<file path="config.mk">
export PLATFORM = sky130hd
export DESIGN_NAME = requantizer
export DESIGN_NICKNAME = d
export VERILOG_FILES = /design/src/rtl/requantizer.sv
export SDC_FILE = /design/constraint.sdc
export NUM_CORES = 1
export LEC_CHECK = 0
export BUFFER_PORTS_ARGS = -buffer_cell sky130_fd_sc_hd__buf_2
export CAP_MARGIN = 10
export CORE_MARGIN = 2
export CORE_UTILIZATION = 47
export CTS_CLUSTER_SIZE = 14
export DETAILED_ROUTE_END_ITERATION = 8
export GPL_TIMING_DRIVEN = 0
export PLACE_DENSITY = 0.84
export SLEW_MARGIN = 0
export SYNTH_ARGS = -nofsm -noshare
export SYNTH_HDL_FRONTEND = slang
export SYNTH_SLANG_ARGS = --single-unit
</file>
<file path="constraint.sdc">
create_clock -name clock -period 1.5 [get_ports clock]
set_clock_uncertainty 0.05 [all_clocks]
set_input_delay 0.075 -clock clock [delete_from_list [all_inputs] [get_ports clock]]
set_output_delay 0.075 -clock clock [all_outputs]
set_load 0.01 [all_outputs]
</file>
<file path="src/rtl/requantizer.sv">
// Narrowing stage: drops FRAC_DROP LSBs with round-half-up, then saturates to WL_OUT signed bits.
// Two-stage valid/ready pipeline with per-sample, sticky and counted saturation reporting.
module requantizer #(
  parameter int WL_IN     = 20,
  parameter int WL_OUT    = 16,
  parameter int FRAC_DROP = 2,
  parameter int CNT_W     = 8
) (
  input  logic                     clock,
  input  logic                     resetn,
  input  logic signed [WL_IN-1:0]  in_data,
  input  logic                     in_valid,
  output logic                     in_ready,
  output logic signed [WL_OUT-1:0] out_data,
  output logic                     out_valid,
  input  logic                     out_ready,
  output logic                     out_sat,
  output logic                     sat_sticky,
  output logic [CNT_W-1:0]         sat_count,
  input  logic                     sat_clr
);
  localparam int STAGES = 2;
  localparam int RW     = WL_IN + 1;
  // Half an output LSB; collapses to zero when nothing is dropped.
  localparam logic signed [RW-1:0] RND  = RW'((64'd1 << FRAC_DROP) >> 1);
  localparam logic signed [RW-1:0] MAXV = RW'((64'd1 << (WL_OUT-1)) - 64'd1);
  localparam logic signed [RW-1:0] MINV = -MAXV - RW'(1);

  logic [STAGES:1]           vld_pipe;
  logic signed [RW-1:0]      r1;
  logic signed [RW-1:0]      q;
  logic signed [WL_OUT-1:0]  dat_nx;
  logic                      sat_nx;
  logic                      en;
  logic                      sat_ev;

  assign en        = !vld_pipe[STAGES] || out_ready;
  assign in_ready  = en;
  assign out_valid = vld_pipe[STAGES];
  assign sat_ev    = en && vld_pipe[1] && sat_nx;

  always_comb begin
    q      = r1 >>> FRAC_DROP;
    sat_nx = 1'b0;
    dat_nx = q[WL_OUT-1:0];
    if (q > MAXV) begin
      sat_nx = 1'b1;
      dat_nx = MAXV[WL_OUT-1:0];
    end else if (q < MINV) begin
      sat_nx = 1'b1;
      dat_nx = MINV[WL_OUT-1:0];
    end
  end

  always_ff @(posedge clock) begin
    if (!resetn) begin
      vld_pipe <= '0;
      r1       <= '0;
      out_data <= '0;
      out_sat  <= 1'b0;
    end else if (en) begin
      vld_pipe <= {vld_pipe[STAGES-1:1], in_valid};
      // Extra sign bit keeps the rounding add from wrapping at the positive rail.
      r1       <= $signed({in_data[WL_IN-1], in_data}) + RND;
      out_data <= dat_nx;
      out_sat  <= vld_pipe[1] && sat_nx;
    end
  end

  // An event in the same cycle as a clear lands after the clear.
  always_ff @(posedge clock) begin
    if (!resetn) begin
      sat_sticky <= 1'b0;
      sat_count  <= '0;
    end else if (sat_ev) begin
      sat_sticky <= 1'b1;
      if (sat_clr)
        sat_count <= CNT_W'(1);
      else if (sat_count != '1)
        sat_count <= sat_count + CNT_W'(1);
    end else if (sat_clr) begin
      sat_sticky <= 1'b0;
      sat_count  <= '0;
    end
  end
endmodule

</file>
==> results.toml, run 1 <==
[global_routing]
vias_in_the_first_global_route = 2077
grt.total_usage_pct = 22.39
maximum_number_of_pins_on_one_net_before_global_route_repair = 14
wire_length_of_the_first_global_routing_pass_um = 9259
grt_antenna_before_repair = 0
global_route.overflow_total = 0

[setup_path]
cp.required_ps = 1650
worstPathArrival_ps = 1760
ff2ff_path_depth = 6
total_buffers_and_inverters_traversed_by_the_critical_path = 2
reg2reg_slack_ps = -110
path_max_fanout = 5
cp_slowest_stage_delay_ps = 530
path_class = "reg -> reg"
critical_path.startpoint_type = "register"
critPathTopFamily = "simple AND/OR/NAND/NOR gates"
rr_startpoint = "r1[17]"
end_kind = "register"
reg2reg_to = "sat_count[7]"
cp_slowest_cell = "sky130_fd_sc_hd__or4_4"
worstPathCellList = "or4_4 > nand4_1 > buf_4 > buf_6 > nor3_4 > mux2i_1"

[sta]
maxSlewViolCount = 0
period_minus_slack_ps = 1611
post-route-period-util_pct = 107.4
fmaxAchievable_mhz = 620.8
fin_ws_ps = -110.8
setup_tns_ps = -541.2
worst_hold_slack_ps = 10.86
timing.max_slew.rel_slack_pct = 66.03
rsz0062_at_grt = "yes"
tightestPinTransition_ps = 509.6
hold_viol = 0
finalSetupViolations = 10

[logic_synthesis]
yosysTopAreaCellShare_pct = 43.80
synth_cells = 264
post_synth_num_cell_types = 38
ys_warnings = 0
ys_ff_latch = 47
sequential_cell_area_fraction_in_the_yosys_report_pct = 43.80
synthesis.nets = 291
synth_area_leaders = "sky130_fd_sc_hd__dfxtp_1 44%, sky130_fd_sc_hd__a21oi_1 7.5%, sky130_fd_sc_hd__o21ai_0 7.5%"
synth_largest_area_cell = "sky130_fd_sc_hd__dfxtp_1"
synth_area_mm2 = 0.002148
post_synth.cell_area_avg_um2 = 8.138

[flow_run]
count_of_max_cap_constraint_violations = 0

[outcome]
status = "finished, violations left"
failed_checks = "negative setup slack"

[hold_path]
hold_path_depth = 3
hold_path_class = "in -> reg"
launch_instance_of_the_worst_min_delay_path = "in_data[18]"
timing.hold.worst_endpoint = "r1[18]"

[clock_network]
path_clk_slew_ps = 80
cts_buffers = 5
cts.sinks = 47
insertion_delay_of_the_later_clocked_pin_in_the_worst_skew_pair_ps = 290
tritoncts_clock_tree = "built"
clk_root_buffer_cell = "sky130_fd_sc_hd__clkbuf_8"
cts_buffer_depth = 2
cts.htree.levels = 2

[finish]
design_area_mm2 = 0.002753
flow.area_growth_from_synthesis_pct = 28.13
layout.cells.most_common_list = "51 x sky130_fd_sc_hd__buf_2, 42 x sky130_fd_sc_hd__dfxtp_1, 30 x sky130_fd_sc_hd__o21ai_0"
mostFrequentLayoutCell = "sky130_fd_sc_hd__buf_2"
finalNonFillerCells = 381
design.final.nets = 355
n_antenna_cell = 0
layout-drive-gt1-share_pct = 29.48

[routing]
dr.max_layer_used = "met4"
drt-met1-wl_um = 2541
via_count = 2211
met2_wirelength_um = 2632
via_per_instance_ratio = 5.803
length_of_routed_met3_wiring_um = 319
drt_iter0_markers = 143
drt_pass_1_iters = 4
postRouteWirelength_um = 5614
drcViolationCount = 0
ant_nets = 0
avg_wl_per_cell_um = 14.73

[floorplan]
floorplan.rows = 24
fp.coreArea_mm2 = 0.004384
die_h_um = 71.61
die_area_mm2 = 0.005128
die_width_um = 71.61
ioPinCount = 53
initial_utilization_pct = 49.00

[placement]
port_buffers = 51
post-dp-hpwl_um = 3772
place.gp.congestion = 0.8884
dp.cells = 367
detailedPlace.worstSlack_ps = -161.5
postPlaceCellArea_mm2 = 0.002482

[pwr]
p_leak_nw = 1.116
worst_ir_drop_vdd_mv = 0.3635
power_density_mw_per_mm2 = 921.5
[per-stage QoR]
step,total power [mW],utilization (%)
after floorplan,1.628,-
after global placement,1.782,56.62
after detailed placement,1.793,56.62
after CTS,2.527,60.50
after global routing,2.658,62.79
final,2.537,62.79
[power by group]
part           leakage (nW)  internal [mW]  total [mW]  switching (mW)
logic                 0.682          0.176       0.424           0.248
clock network        0.0422          0.327       0.723           0.395
registers             0.391           1.34        1.39          0.0523
[cell usage after synthesis, drive strengths merged]
library cell and number:
dfxtp 47, o21ai 33, a21oi 32, nor2 25, nand2 16, clkbuf 14, nand3 12, nand4 11
xor2 8, inv 7, a211oi 5, nor3 5, or3 5, or4 5, and3 4, nor4 4
xnor2 4, a31oi 3, o31ai 3, or2 3, and4 2, buf 2, ha 2, mux2i 2
nand2b 2, o311ai 2, a311oi 1, a41oi 1, nor2b 1, o211ai 1, o32ai 1, o41ai 1
[routing by layer]
metal	track usage (%)	vias to the layer above
met3	3.376	12
li1	-	1090
met1	30.15	1033
met2	35.39	76
met4	10.48	0
met5	0	-
[registers in the layout, summed over array words and instances, names as in the netlist]
register    cells
vld_pipe        2
sat_count       8
r1             19
out_sat         1
out_data       16
sat_sticky      1
[worst reg2reg max path, delay by kind of cell (launching register included)]
family / cells / cell delay, ps
buffers and inverters: 2 / 270
muxes: 1 / 120
DFF: 1 / 360
and+or+nand+nor: 3 / 710
[how the worst max path moves through the flow]
stage / to / cells past startpoint / from
4_1_cts: sat_count[3] / 7 / vld_pipe[2]
6_report: sat_count[7] / 6 / r1[17]
2_1_floorplan: sat_count[5] / 5 / r1[17]
5_1_grt: sat_count[5] / 4 / r1[17]
3_5_place_dp: sat_count[5] / 5 / r1[17]
3_3_place_gp: sat_count[5] / 5 / r1[17]
[cells by family after synthesis]
logic type / count (synthesis) / share of synthesized area [%]
and+or+nand+nor: 95 / 23.47
AOI/OAI and AO/OA: 83 / 21.61
DFF: 47 / 43.80
buffers and inverters: 23 / 4.135
xor gates and xnor gates: 12 / 4.892
muxes: 2 / 0.9319
adders and majority gates: 2 / 1.165
[final cells by class]
class / instances / area [um2]
fillers: 373 / 1632
multi-input cells: 194 / 1205
flip-flops and latches: 47 / 952.2
repair buffers: 58 / 317.8
plain buffers: 15 / 102.6
clock buffers: 7 / 76.32
well taps: 52 / 65.06
inverters: 7 / 28.78
clock inverters: 1 / 5.005
[timing repair]
action,CTS,global route
buffers inserted,3,3
hold buffers,1,0
hold endpoints to repair,1,0
gates resized for setup,16,24
setup endpoints to repair,45,41
pin swaps,4,10
No activity file was read; power rests on OpenSTA's default activity.
==> run 2, diff against run 1 <==
ABC_AREA = 1   (was not set)
CELL_PAD_IN_SITES_DETAIL_PLACEMENT = 0   (was not set)
CELL_PAD_IN_SITES_GLOBAL_PLACEMENT = 1   (was not set)
CORE_UTILIZATION = 36   (was 47)
CTS_BUF_LIST = sky130_fd_sc_hd__clkbuf_8   (was not set)
PLACE_DENSITY = 0.87   (was 0.84)
==> run 2 against run 1 <==
  * The flow finishes with violations (negative hold slack)
  * Largest power group unchanged
  * Utilization shrank 18 points
  * Routed wire length grew 12%
  * Critical path depth grew 2
  * Total power grew 17%
==> results.toml, run 2 <==
[logic_synthesis]
synth_cells = 351
synth_area_leaders = "sky130_fd_sc_hd__dfxtp_1 38%, sky130_fd_sc_hd__nand2_1 11%, sky130_fd_sc_hd__o21ai_0 7.3%"
sequential_cell_area_fraction_in_the_yosys_report_pct = 38.19
ys_ff_latch = 47
yosysTopAreaCellShare_pct = 38.19
synthesis.nets = 378
yosys-top-cells-count = "70 x sky130_fd_sc_hd__nand2_1, 47 x sky130_fd_sc_hd__dfxtp_1, 45 x sky130_fd_sc_hd__inv_1"
post_synth_num_cell_types = 33
ys_dominant_reg_cell = "sky130_fd_sc_hd__dfxtp_1"
synth-async-reset-ratio_pct = 0
post_synth.cell_area_avg_um2 = 7.019
synth-edff-count = 0
synth_area_mm2 = 0.002464
ys_warnings = 0
synth_largest_area_cell = "sky130_fd_sc_hd__dfxtp_1"
synthMostInstantiatedCell = "sky130_fd_sc_hd__nand2_1"

[sta]
hold_viol = 1
tightestPinTransition_ps = 535.8
fin_ws_ps = 117.4
timing.max_slew.rel_slack_pct = 64.28
maxSlewViolCount = 0
finalSetupViolations = 0
post-route-period-util_pct = 92.17
fmaxAchievable_mhz = 723.3
setup_tns_ps = 0
worst_hold_slack_ps = -0.7987
rsz0062_at_grt = "no"
period_minus_slack_ps = 1383

[finish]
n_antenna_cell = 0
design_area_mm2 = 0.003017
design.final.nets = 439
mostFrequentLayoutCell = "sky130_fd_sc_hd__nand2_1"
top_reg_by_flops = "r1"
register_area_um2 = 945.9
reg_top3 = "r1: 19 flops, out_data: 16 flops, sat_count: 8 flops"
max_reg_flops = 19
layout-drive-gt1-share_pct = 23.73
multi_input_comb_area_mm2 = 0.001300
finalNonFillerCells = 493
fillerInstances = 694
final_util_pct = 44.90
flow.area_growth_from_synthesis_pct = 22.45
layout.cells.most_common_list = "70 x sky130_fd_sc_hd__nand2_1, 56 x sky130_fd_sc_hd__buf_2, 45 x sky130_fd_sc_hd__dfxtp_1"

[floorplan]
die_area_mm2 = 0.007521
initial_utilization_pct = 36.67
floorplan.rows = 30
fp.coreArea_mm2 = 0.006719
die_width_um = 86.73
ioPinCount = 53
die_h_um = 86.73

[global_routing]
global_route.overflow_total = 0
globalRouteMet3Util_pct = 3.143
grt_antenna_before_repair = 0
grt_util_met2_pct = 26.29
wire_length_of_the_first_global_routing_pass_um = 10430
grt.total_usage_pct = 17.64
groute.layer.met1.usage_pct = 25.94
vias_in_the_first_global_route = 2134
grt-busiest-layer = "met2"
maximum_number_of_pins_on_one_net_before_global_route_repair = 16

[setup_path]
worstPathArrival_ps = 1580
rr_startpoint = "vld_pipe[2]"
critPathTopFamily = "compound AO/OA/AOI/OAI gates"
critical_path.most_common_cell = "sky130_fd_sc_hd__nor2_4"
reg2reg_to = "sat_count[2]"
critical_path.startpoint_type = "register"
reg2reg_slack_ps = 120
worstPathCellList = "inv_1 > nor2_4 > buf_4 > nor2_4 > inv_2 > a21oi_4 > nand4_1 > a21oi_2"
end_kind = "register"
cp.required_ps = 1690
total_buffers_and_inverters_traversed_by_the_critical_path = 3
cp_slowest_stage_delay_ps = 310
path_class = "reg -> reg"
ff2ff_path_depth = 8
cp_slowest_cell = "sky130_fd_sc_hd__dfxtp_1"
path_max_fanout = 6

[routing]
drt_iter0_markers = 176
ant_nets = 0
postRouteWirelength_um = 6306
avg_wl_per_cell_um = 12.79
via_count = 2448
drt_pass_1_iters = 4
drcViolationCount = 0
via_per_instance_ratio = 4.966

[hold_path]
hold_path_class = "in -> reg"
hold_path_depth = 3
launch_instance_of_the_worst_min_delay_path = "in_valid"
timing.hold.worst_endpoint = "vld_pipe[1]"

[pwr]
worst_ir_drop_vdd_mv = 0.5562
p_leak_nw = 1.420
power_density_mw_per_mm2 = 981.1

[placement]
post-dp-hpwl_um = 4780
dp.cells = 481
detailedPlace.worstSlack_ps = 21.02
port_buffers = 50
postPlaceCellArea_mm2 = 0.002814
place.gp.congestion = 0.9040

[clock_network]
cts.sinks = 47
tritoncts_clock_tree = "built"
cts_buffer_depth = 2
insertion_delay_of_the_later_clocked_pin_in_the_worst_skew_pair_ps = 300
cts.htree.levels = 2
clk_root_buffer_cell = "sky130_fd_sc_hd__clkbuf_8"
path_clk_slew_ps = 90
cts_buffers = 5

[flow_run]
count_of_max_cap_constraint_violations = 0

[outcome]
status = "finished, violations left"
failed_checks = "negative hold slack"
-- run 2: cell count changes after synthesis, moves of 5 or more --
| cell | before | now |
|---|---|---|
| sky130_fd_sc_hd__a211oi_1 | 5 | 0 |
| sky130_fd_sc_hd__o21bai_1 | 0 | 6 |
| sky130_fd_sc_hd__nand2_1 | 16 | 70 |
| sky130_fd_sc_hd__nand3_1 | 12 | 28 |
| sky130_fd_sc_hd__clkbuf_1 | 14 | 4 |
| sky130_fd_sc_hd__nor2_4 | 0 | 7 |
| sky130_fd_sc_hd__inv_1 | 7 | 45 |
| sky130_fd_sc_hd__nand2_2 | 0 | 5 |
| sky130_fd_sc_hd__buf_2 | 2 | 7 |
| sky130_fd_sc_hd__or4_1 | 5 | 0 |
-- run 2: area by class of cell --
type / instances / share of cell area [%]
repair buffers: 55 / 9.540
well taps: 80 / 3.318
flip-flops and latches: 47 / 31.36
inverters: 46 / 5.807
clock inverters: 3 / 2.240
clock buffers: 5 / 2.281
plain buffers: 13 / 2.364
multi-input cells: 244 / 43.09
-- run 2: layer usage --
metal / vias to the layer above / wire length, um
li1: 1270 / -
met5: - / 0
met2: 54 / 2755
met1: 1116 / 3214
met4: 0 / 74
met3: 8 / 261
-- run 2: power by group --
group | switching [mW] | total [mW] | internal [mW] | leakage [nW]
clock | 0.444 | 1.11 | 0.665 | 0.0644
combinational | 0.292 | 0.466 | 0.174 | 0.965
sequential | 0.0440 | 1.38 | 1.34 | 0.391
total | 0.780 | 2.96 | 2.18 | 1.42
-- run 2: logic make-up (layout without fill, tap and decap cells) --
| kind of cell | count (synthesis) | after routing | share of synthesized area (%) |
|---|---|---|---|
| compound gates | 77 | 77 | 16.91 |
| xor+xnor | 7 | 7 | 2.489 |
| simple gates | 158 | 158 | 31.44 |
| buf+inv | 60 | 122 | 9.954 |
| flops | 47 | 47 | 38.19 |
| fa+ha+maj | 2 | 2 | 1.016 |
-- run 2: repair_timing --
action	4_1_cts	5_1_grt
setup buffers	3	2
hold buffers	0	0
pin swaps	1	6
gates resized for setup	2	13
endpoints found under the setup margin	3	27
-- run 2: worst reg2reg max path, stage by stage, from the launching register on --
cell and delay, ps:
sky130_fd_sc_hd__dfxtp_1 310, sky130_fd_sc_hd__inv_1 80, sky130_fd_sc_hd__nor2_4 60, sky130_fd_sc_hd__buf_4 140
sky130_fd_sc_hd__nor2_4 120, sky130_fd_sc_hd__inv_2 50, sky130_fd_sc_hd__a21oi_4 190, sky130_fd_sc_hd__nand4_1 140
sky130_fd_sc_hd__a21oi_2 170
-- run 2: per-stage QoR --
stage          total power [mW]  hold WS, ps
2_1_floorplan             1.682        187.1
3_3_place_gp              1.854        311.2
3_5_place_dp              1.861        322.0
4_1_cts                   2.960        3.531
5_1_grt                   3.093        19.22
6_report                  2.960      -0.7987
-- run 2: worst max-delay path by stage --
stage	from	endpoint	slack (ps)	cells after the start
after floorplan	sat_count[0]	sat_count[5]	140	7
final	vld_pipe[2]	sat_count[2]	120	8
after CTS	r1[17]	out_data[11]	8	5
after global placement	sat_count[0]	sat_count[6]	40	7
after detailed placement	sat_count[0]	sat_count[5]	20	7
after global routing	sat_count[0]	sat_count[5]	3	7
